## src/rtl/keyfetch_pkg.sv

```systemverilog
// ---------------------------------------------------------------------------
// keyfetch_pkg
// Shared definitions for the key fetch engine: FSM state encoding and the
// derivation of ROM word count / transfer count from the ROM byte size.
// No ports (package).
// ---------------------------------------------------------------------------
package keyfetch_pkg;

    typedef enum logic [2:0] {
        IDLE  = 3'd0,
        RD_LO = 3'd1,
        RD_HI = 3'd2,
        FILL  = 3'd3,
        OUT   = 3'd4
    } kf_state_t;

    // 16-bit words held by a ROM of mem_size bytes
    function automatic int unsigned kf_words(input int unsigned mem_size);
        return mem_size / 2;
    endfunction

    // 32-bit transfers needed to stream every word (last may be half-filled)
    function automatic int unsigned kf_xfers(input int unsigned mem_size);
        return (kf_words(mem_size) + 1) / 2;
    endfunction

    // Width of the transfer counter; at least one bit
    function automatic int unsigned kf_cnt_width(input int unsigned xfers);
        return (xfers > 1) ? $clog2(xfers) : 1;
    endfunction

endpackage

```

## src/rtl/key_fetch.sv

```systemverilog
// ---------------------------------------------------------------------------
// key_fetch
// Streams the whole key ROM to a downstream consumer as packed 32-bit words
// (low half = even word, high half = odd word, zero-filled past the end).
//
// Ports
//   mclk       in   clock, rising edge
//   puc_rst    in   synchronous active-high reset
//   start      in   begin a fetch (honoured only when idle)
//   abort      in   cancel the current fetch
//   rom_addr   out  key ROM word address
//   rom_cen    out  key ROM chip enable, active-low
//   rom_dout   in   key ROM data, valid the cycle after a read
//   key_data   out  packed key word
//   key_valid  out  key_data valid
//   key_ready  in   consumer accepts key_data
//   key_last   out  final transfer marker
//   busy       out  fetch in progress
//   done       out  one-cycle pulse after the final accepted transfer
// ---------------------------------------------------------------------------
module key_fetch
    import keyfetch_pkg::*;
#(
    parameter int ADDR_MSB = 4,
    parameter int MEM_SIZE = 20
) (
    input  logic              mclk,
    input  logic              puc_rst,
    input  logic              start,
    input  logic              abort,
    output logic [ADDR_MSB:0] rom_addr,
    output logic              rom_cen,
    input  logic [15:0]       rom_dout,
    output logic [31:0]       key_data,
    output logic              key_valid,
    input  logic              key_ready,
    output logic              key_last,
    output logic              busy,
    output logic              done
);

    localparam int unsigned WORDS = kf_words(MEM_SIZE);
    localparam int unsigned XFERS = kf_xfers(MEM_SIZE);
    localparam int unsigned KW    = kf_cnt_width(XFERS);
    localparam int unsigned AW    = ADDR_MSB + 1;

    kf_state_t      r_state;
    kf_state_t      w_next;
    logic [KW-1:0]  r_k;
    logic [31:0]    r_key_data;
    logic           r_done;

    logic [31:0]    w_lo_word;
    logic           w_has_hi;
    logic           w_last;
    logic [AW-1:0]  w_lo_addr;
    logic [AW-1:0]  w_hi_addr;

    assign w_lo_word = 32'(r_k) << 1;
    assign w_has_hi  = (w_lo_word + 32'd1) < 32'(WORDS);
    assign w_last    = (r_k == KW'(XFERS - 1));
    assign w_lo_addr = AW'(w_lo_word);
    assign w_hi_addr = AW'(w_lo_word + 32'd1);

    // State register
    always_ff @(posedge mclk) begin
        if (puc_rst) begin
            r_state <= IDLE;
        end else begin
            r_state <= w_next;
        end
    end

    // Next-state logic; abort overrides every transition
    always_comb begin
        w_next = r_state;
        if (abort) begin
            w_next = IDLE;
        end else begin
            case (r_state)
                IDLE:    if (start) w_next = RD_LO;
                RD_LO:   w_next = RD_HI;
                RD_HI:   w_next = FILL;
                FILL:    w_next = OUT;
                OUT:     if (key_ready) w_next = w_last ? IDLE : RD_LO;
                default: w_next = IDLE;
            endcase
        end
    end

    // Transfer counter, key assembly and done pulse
    always_ff @(posedge mclk) begin
        if (puc_rst) begin
            r_k        <= '0;
            r_key_data <= '0;
            r_done     <= 1'b0;
        end else begin
            r_done <= 1'b0;
            if (abort) begin
                r_k        <= '0;
                r_key_data <= '0;
            end else begin
                case (r_state)
                    IDLE: begin
                        r_k        <= '0;
                        r_key_data <= '0;
                    end
                    RD_HI: r_key_data[15:0] <= rom_dout;
                    FILL:  r_key_data[31:16] <= w_has_hi ? rom_dout : 16'h0000;
                    OUT: begin
                        if (key_ready) begin
                            if (w_last) begin
                                r_k        <= '0;
                                r_key_data <= '0;
                                r_done     <= 1'b1;
                            end else begin
                                r_k <= r_k + KW'(1);
                            end
                        end
                    end
                    default: ;
                endcase
            end
        end
    end

    // Outputs; reset forces idle values even before the clock edge lands
    always_comb begin
        rom_cen   = 1'b1;
        rom_addr  = '0;
        key_valid = 1'b0;
        key_last  = 1'b0;
        busy      = 1'b0;
        key_data  = '0;
        done      = 1'b0;
        if (!puc_rst) begin
            busy     = (r_state != IDLE);
            key_data = r_key_data;
            done     = r_done;
            case (r_state)
                RD_LO: begin
                    rom_cen  = 1'b0;
                    rom_addr = w_lo_addr;
                end
                RD_HI: begin
                    if (w_has_hi) begin
                        rom_cen  = 1'b0;
                        rom_addr = w_hi_addr;
                    end
                end
                OUT: begin
                    key_valid = 1'b1;
                    key_last  = w_last;
                end
                default: ;
            endcase
        end
    end

endmodule

```

## config.mk

```make
export PLATFORM = sky130hd
export DESIGN_NAME = key_fetch
export DESIGN_NICKNAME = d
export VERILOG_FILES = /design/src/rtl/keyfetch_pkg.sv /design/src/rtl/key_fetch.sv
export SDC_FILE = /design/constraint.sdc
export NUM_CORES = 1
export LEC_CHECK = 0
export CORE_MARGIN = 2
export CORE_UTILIZATION = 40
export CTS_CLUSTER_SIZE = 12
export DETAILED_ROUTE_END_ITERATION = 7
export PLACE_DENSITY_LB_ADDON = 0.3
export SKIP_CTS_REPAIR_TIMING = 1
export SYNTH_ARGS = -nofsm -noshare
export SYNTH_HDL_FRONTEND = slang
export SYNTH_SLANG_ARGS = --single-unit
export TNS_END_PERCENT = 100
```

## constraint.sdc

```tcl
create_clock -name mclk -period 1.6 [get_ports mclk]
set_input_delay 0.48 -clock mclk [delete_from_list [all_inputs] [get_ports mclk]]
set_output_delay 0.48 -clock mclk [all_outputs]
set_load 0.02 [all_outputs]
```

# Word level (Yosys, flattened, before mapping)
# Index checks and enable logic that the tools add are counted.
# Widths: inputs -> output; s select.
word_totals:
  ff_bits: 39
  output_inout_bits: 42
  wordCells: 55
op_classes:
  add_sub_neg: 2
  order_cmp: 1
  eq_ne: 8
  muxes: 26
  bitwise: 2
  reduce_logical: 11
ops:
  columns: ["operator", "n"]
  rows:
  - ["$mux 32", 3]
  - ["$pmux 16 s3", 2]
  - ["$lt 32x4->1 const B", 1]
  - ["$mux 16", 1]
  - ["$pmux 3 s5", 1]
  - ["$mux 3", 4]
  - ["$mux 1", 10]
  - ["$mux 5", 2]
  - ["$pmux 5 s2", 1]
  - ["$reduce_bool 3->1", 3]
  - ["$eq 3x2->1 const B", 2]
  - ["$eq 3x3->1 const B", 2]
  - ["$ne 2x2->1 const B", 3]
  - ["$pmux 3 s2", 1]
  - ["$reduce_and 3->1", 2]
  - ["$add 4x1->5 const B", 1]
  - ["$reduce_and 2->1", 2]
  - ["$reduce_or 4->1", 1]
  - ["$add 3x1->3 const B", 1]
  - ["$eq 3x1->1 const B", 1]
  - ["$logic_not 3->1", 1]
  - ["$not 1->1", 2]
  - ["$pmux 1 s2", 1]
  - ["$reduce_bool 2->1", 1]
  - ["$reduce_or 2->1", 1]

# Depth between registers and ports, before layout
# Gate-level depths: netlist of run 1.
depth:
  depth_word: 5
  depth_mapped: 6
  depth_no_buf: 5

# Worst setup path after synthesis of run 1
# OpenSTA, ideal clock, no wires.
synth_path:
  path_type: "input-to-output"
  from: "in puc_rst"
  to: "out key_last"
  t_arrival_ns: 1.393
  slack_ns: -0.273
  stages: 3
  path_buffers: 2
  path_cell_list: "clkbuf_1 > clkbuf_1 > nor3_1"
synth_between:
  elab_chain_len: 1
synth_rtl:
  columns: ["item", "line_no", "rtl"]
  rows:
  - ["start, declared", "key_fetch.sv:28", "input logic puc_rst,"]
  - ["$mux 1", "key_fetch.sv:136", "if (!puc_rst) begin"]
  - ["end, declared", "key_fetch.sv:37", "output logic key_last,"]
# Every way passes these cells.

# Worst setup path in the final report of run 1
layout_path:
  from: "reg r_state[1]"
  to: "out rom_cen"
layout_between:
  elab_chain_len: 3
  elab_cells_between_ends: 4
  cone_classes: "2 x eq/ne; 2 x mux"
layout_rtl:
  columns: ["item", "line_no", "rtl"]
  rows:
  - ["start, declared", "key_fetch.sv:47", "kf_state_t r_state;"]
  - ["start signal, assigned", "key_fetch.sv:70", "r_state <= w_next;"]
  - ["$eq 3x2->1 / $eq 3x1->1 (equally long branches)", "key_fetch.sv:140", "case (r_state)"]
  - ["$pmux 1 s2 *", "key_fetch.sv:140", null]
  - ["$mux 1 *", "key_fetch.sv:136", null]
  - ["end, declared", "key_fetch.sv:32", "output logic rom_cen,"]
# Every way passes the cells marked *; elsewhere a longest branch is shown, timed or not.

==> impl_metrics.json, run 1 <==
{
  "vias": 2106,
  "dieArea_um2": 5620,
  "synth_nets": 270,
  "layout-drive-gt1-share_pct": 40.9,
  "start_util_pct": 42.1,
  "grt_util_all_layers_pct": 20.8,
  "synth-seq-cells": 39,
  "cts_buffer_depth": 2,
  "ant_nets": 0,
  "peakVddDrop_mv": 0.369,
  "final_area_um2": 3070,
  "cts_buffers": 5,
  "fin_crit_sh_pct": 117,
  "crit_chain": "buf_4 -> nand2b_4 -> a211o_4 -> buf_6",
  "slowest_stage": "dfxtp_2",
  "critPathTopFamily": "flip-flops",
  "path_clk_slew_ns": 0.08,
  "synth_seq_area_share_pct": 38.8,
  "worstSetupPathType": "register to output pin",
  "viasPerCell": 5.21,
  "finalSetupViolations": 27,
  "netlist_area_um2": 2010,
  "yosysUniqueCellTypes": 37,
  "maxSlewViolCount": 0,
  "grt_pass1_vias": 1890,
  "grt_pass1_wl_mm": 8.83,
  "overflow": 0,
  "cts.sinks": 39,
  "synth_edf_count": 0,
  "leakagePower_uw": 0.00118,
  "die_w_um": 75.0,
  "crit_buf_inv": 2,
  "io_pins": 63,
  "hpwl_mm": 4.12,
  "clkLatencyLatePin_ns": 0.30,
  "worstSetupEndpointType": "output pin",
  "slowest_delay_ns": 0.35,
  "cts_tree": "done",
  "netlist_instances": 247,
  "critPathLaunchType": "register",
  "cts_root_buf": "clkbuf_8",
  "core_um2": 4790,
  "p_per_area_nw_per_um2": 614,
  "yosysWarningCount": 0,
  "hold_viol_final": 0,
  "drc": 0,
  "rows": 25,
  "required_ns": 1.12,
  "fmax_ghz": 0.535,
  "period_needed_ns": 1.87,
  "ys_async_sr_fraction_pct": 0,
  "antennaDiodeCount": 0,
  "portBuffers": 61,
  "grt_max_degree": 34,
  "postPlaceCellArea_um2": 2970,
  "drv_cap": 0,
  "wl_per_cell_um": 14.8,
  "die_h_um": 75.0,
  "syn_to_final_growth_pct": 52.6,
  "routabilityCongestion": 0.850,
  "rsz0062_at_grt": "true",
  "final_cell_mix": "buf_4, dfxtp_1, nand2_1, nor2b_1, clkbuf_2",
  "outcome": "finished with violations",
  "post-route-worst-setup-slack_ns": -0.270,
  "drt_iter0_drc": 139,
  "whs_ns": 0.465,
  "avgSynthCellArea_um2": 8.16,
  "path_max_fanout": 4,
  "stdcell_count": 404,
  "antenna_found_initial": 0,
  "wl_mm": 5.98,
  "nets": 359,
  "total_power_uw": 1890,
  "h-tree-depth": 2,
  "hold_class": "register to register",
  "violations": "negative setup slack",
  "arrival_ns": 1.39,
  "skew_ns": 0.00466,
  "post-place-cells": 389,
  "drt-pass1-iter-count": 4,
  "final_common_cell": "buf_4",
  "ys.flop_type": "dfxtp_1"
}
## synthesized netlist by cell type (2+ instances only)
library cell	n	share of area, %
ha_1	2	1.2
a22oi_1	16	6.0
clkbuf_1	13	2.4
nor3b_1	2	0.75
nor2_1	7	1.3
nand2b_1	3	0.93
buf_4	2	0.75
nor3_1	5	1.2
o21ai_0	6	1.5
nor2b_1	34	11
nand3_1	16	4.0
a21oi_1	20	5.0
o22ai_2	10	6.2
buf_2	4	0.99
nand4_1	2	0.62
o22ai_1	6	1.9
inv_1	2	0.37
dfxtp_1	39	39
nand2_1	36	6.7
and3_1	3	0.93
buf_6	3	1.7
## final cells by class
cell class,instances,area [µm²]
Inverter,2,7.51
Multi-Input combinational cell,183,1240
Tap cell,67,83.8
Clock buffer,6,72.6
Sequential cell,39,788
Fill cell,440,1710
Timing Repair Buffer,105,871
Clock inverter,2,12.5
## cells by family (layout without fill, tap and decap cells)
family | count (synthesis) | count (layout) | share of synthesized area (%)
other | 1 | 1 | 0.186
AND/OR/NAND/NOR | 116 | 116 | 30.4
buffers and inverters | 25 | 115 | 6.40
flip-flops | 39 | 39 | 38.8
AO/OA/AOI/OAI | 64 | 64 | 23.0
adder cells (fa/ha/maj) | 2 | 2 | 1.24
## per-stage QoR
| step | setup WS, ns | util, % | TNS, ns |
|---|---|---|---|
| floorplan | -0.0319 | - | -0.0319 |
| global placement | -0.513 | 62.0 | -20.13 |
| detailed placement | -0.533 | 62.0 | -21.42 |
| CTS | -0.860 | 63.8 | -22.17 |
| global route | -0.301 | 64.2 | -5.70 |
| finish | -0.270 | 64.2 | -4.25 |
## worst min-delay path, stage by stage (launching register included)
cell and delay (ns):
dfxtp_1 0.31, nand2_1 0.05, o22ai_1 0.06
## flip-flops by register name (all words and copies together), names as in the netlist
register    flops
r_done          1
r_key_data     32
r_state         3
r_k             3
## report_power, final
group	switching, µW	leakage, µW	internal, µW
clock network	352	0.0000412	305
registers	3.48	0.000316	972
logic	128	0.000822	129
total	483	0.00118	1410
## layer usage
metal / routed length, µm / track usage, %
met5: 0 / 0
met4: 102 / 7.34
met3: 309 / 3.75
met2: 3060 / 35.4
met1: 2510 / 26.6
## worst paths after layout
kind,from,end,slack (ns),cells after the start
max reg2reg,r_k[1],r_key_data[20],-0.17,7
max,r_state[1],rom_cen,-0.27,4
min reg2reg,r_key_data[16],r_key_data[16],0.47,2
min,r_key_data[16],r_key_data[16],0.47,2
(Power assumes the default switching activity.)
==> run 2: changes to the inputs <==
Settings changed: DONT_BUFFER_PORTS set to 1.
==> impl_metrics.json, run 2 (synthesis results as in run 1) <==
{
  "die_w_um": 75.0,
  "layout-drive-gt1-share_pct": 33.3,
  "fmax_ghz": 0.557,
  "final_area_um2": 2550,
  "drv_cap": 0,
  "largest-register": "r_key_data",
  "path_clk_slew_ns": 0.08,
  "portBuffers": 0,
  "rsz0062_at_grt": "true",
  "crit_buf_inv": 0,
  "maxSlewViolCount": 0,
  "hold_class": "input port to register",
  "violations": "negative setup slack",
  "overflow": 0,
  "reg.largest.list": "r_key_data x32, r_k x3, r_state x3",
  "start_util_pct": 42.1,
  "final_cell_mix": "nand2_1, dfxtp_1, buf_4, nor2b_1, a21oi_1",
  "post-route-worst-setup-slack_ns": -0.194,
  "worstSetupEndpointType": "output pin",
  "required_ns": 1.12,
  "slowest_stage": "a211o_4",
  "critPathLaunchType": "register",
  "io_pins": 63,
  "finalSetupViolations": 8,
  "skew_ns": 0.00943,
  "cp_common_cell": "nand2b_4",
  "outcome": "finished with violations",
  "routabilityCongestion": 0.849,
  "hold_viol_final": 0,
  "cts_buffers": 5,
  "ff2ff_setup_slack_ns": 0.04,
  "hold_path_end": "r_done",
  "peakVddDrop_mv": 0.299,
  "hpwl_mm": 3.47,
  "arrival_ns": 1.31,
  "holdPathStages": 2,
  "antenna_found_initial": 0,
  "die_h_um": 75.0,
  "clkLatencyLatePin_ns": 0.29,
  "wl_per_cell_um": 16.2,
  "worstSetupPathType": "register to output pin",
  "whs_ns": 0.296,
  "cts.sinks": 39,
  "reg2reg_from": "r_k[1]",
  "cts_tree": "done",
  "h-tree-depth": 2,
  "ant_nets": 0,
  "r2r_end": "r_key_data[21]",
  "cts_root_buf": "clkbuf_8",
  "largest_reg_flops": 32,
  "vias": 1807,
  "wl_mm": 5.40,
  "slowest_delay_ns": 0.37,
  "rows": 25,
  "nets": 290,
  "drc": 0,
  "viasPerCell": 5.41,
  "crit_chain": "nand2b_4 -> nand2b_4 -> a211o_4",
  "drt-pass1-iter-count": 4,
  "p_per_area_nw_per_um2": 697,
  "cts_buffer_depth": 2,
  "core_um2": 4790,
  "grt_pass1_wl_mm": 7.78,
  "grt_max_degree": 42,
  "syn_to_final_growth_pct": 26.8,
  "grt_pass1_vias": 1556,
  "postPlaceCellArea_um2": 2240,
  "place_ws_ns": -0.156,
  "antennaDiodeCount": 0,
  "drt_iter0_drc": 103,
  "worstHoldStart": "key_ready",
  "dieArea_um2": 5620,
  "critPathTopFamily": "compound AO/OA/AOI/OAI gates",
  "fin_crit_sh_pct": 112,
  "grt_util_all_layers_pct": 17.9,
  "leakagePower_uw": 0.000839,
  "rr_worst_depth": 5,
  "period_needed_ns": 1.79,
  "path_max_fanout": 5
}
run 2: changes by cell type in the layout (fill, tap and decap cells not counted), sizes merged:
cell           delta
a311o             +1
buf              -28
clkbuf           -23
clkdlybuf4s50    -19
clkinvlp          -1
run 2: how the worst max path moves through the flow:
stage               start  slack (ns)  cells past startpoint             end
2_1_floorplan     puc_rst       -0.03                      3     rom_addr[0]
3_3_place_gp   r_state[0]       -0.13                      4  r_key_data[15]
3_5_place_dp   r_state[1]       -0.16                      4   r_key_data[7]
4_1_cts        r_state[0]       -0.33                      3         rom_cen
5_1_grt        r_state[0]       -0.23                      3         rom_cen
6_report       r_state[0]       -0.19                      3         rom_cen
run 2: per-stage QoR:
stage | util [%] | cells | total power, µW | TNS, ns
6_report | 53.4 | 334 | 1780 | -1.03
5_1_grt | 53.4 | 334 | 1840 | -1.73
4_1_cts | 48.7 | 322 | 1770 | -5.73
3_5_place_dp | 46.8 | 315 | 1110 | -2.32
3_3_place_gp | 46.8 | 315 | 1110 | -1.78
2_1_floorplan | - | 247 | 1100 | -0.0319
run 2: layout make-up:
type / instances / area [µm²]
fill: 460 / 2230
multi-input combinational: 184 / 1270
sequential: 39 / 797
timing repair buffer: 35 / 308
tap: 67 / 83.8
clock buffer: 6 / 82.6
inverter: 2 / 10.0
clock inverter: 1 / 5.00
run 2: power breakdown:
group          switching, µW  internal [µW]  leakage, µW
combinational           82.7           57.3     0.000474
sequential              4.19            968     0.000318
clock                    330            338    0.0000470
run 2: per-layer routing:
layer | vias to the layer above | GRT usage, % | share of wire, %
li1 | 900 | - | -
met2 | 42 | 28.6 | 48
met3 | 10 | 4.28 | 5.0
met5 | - | 0 | 0
met1 | 855 | 24.2 | 45
met4 | 0 | 5.36 | 1.7
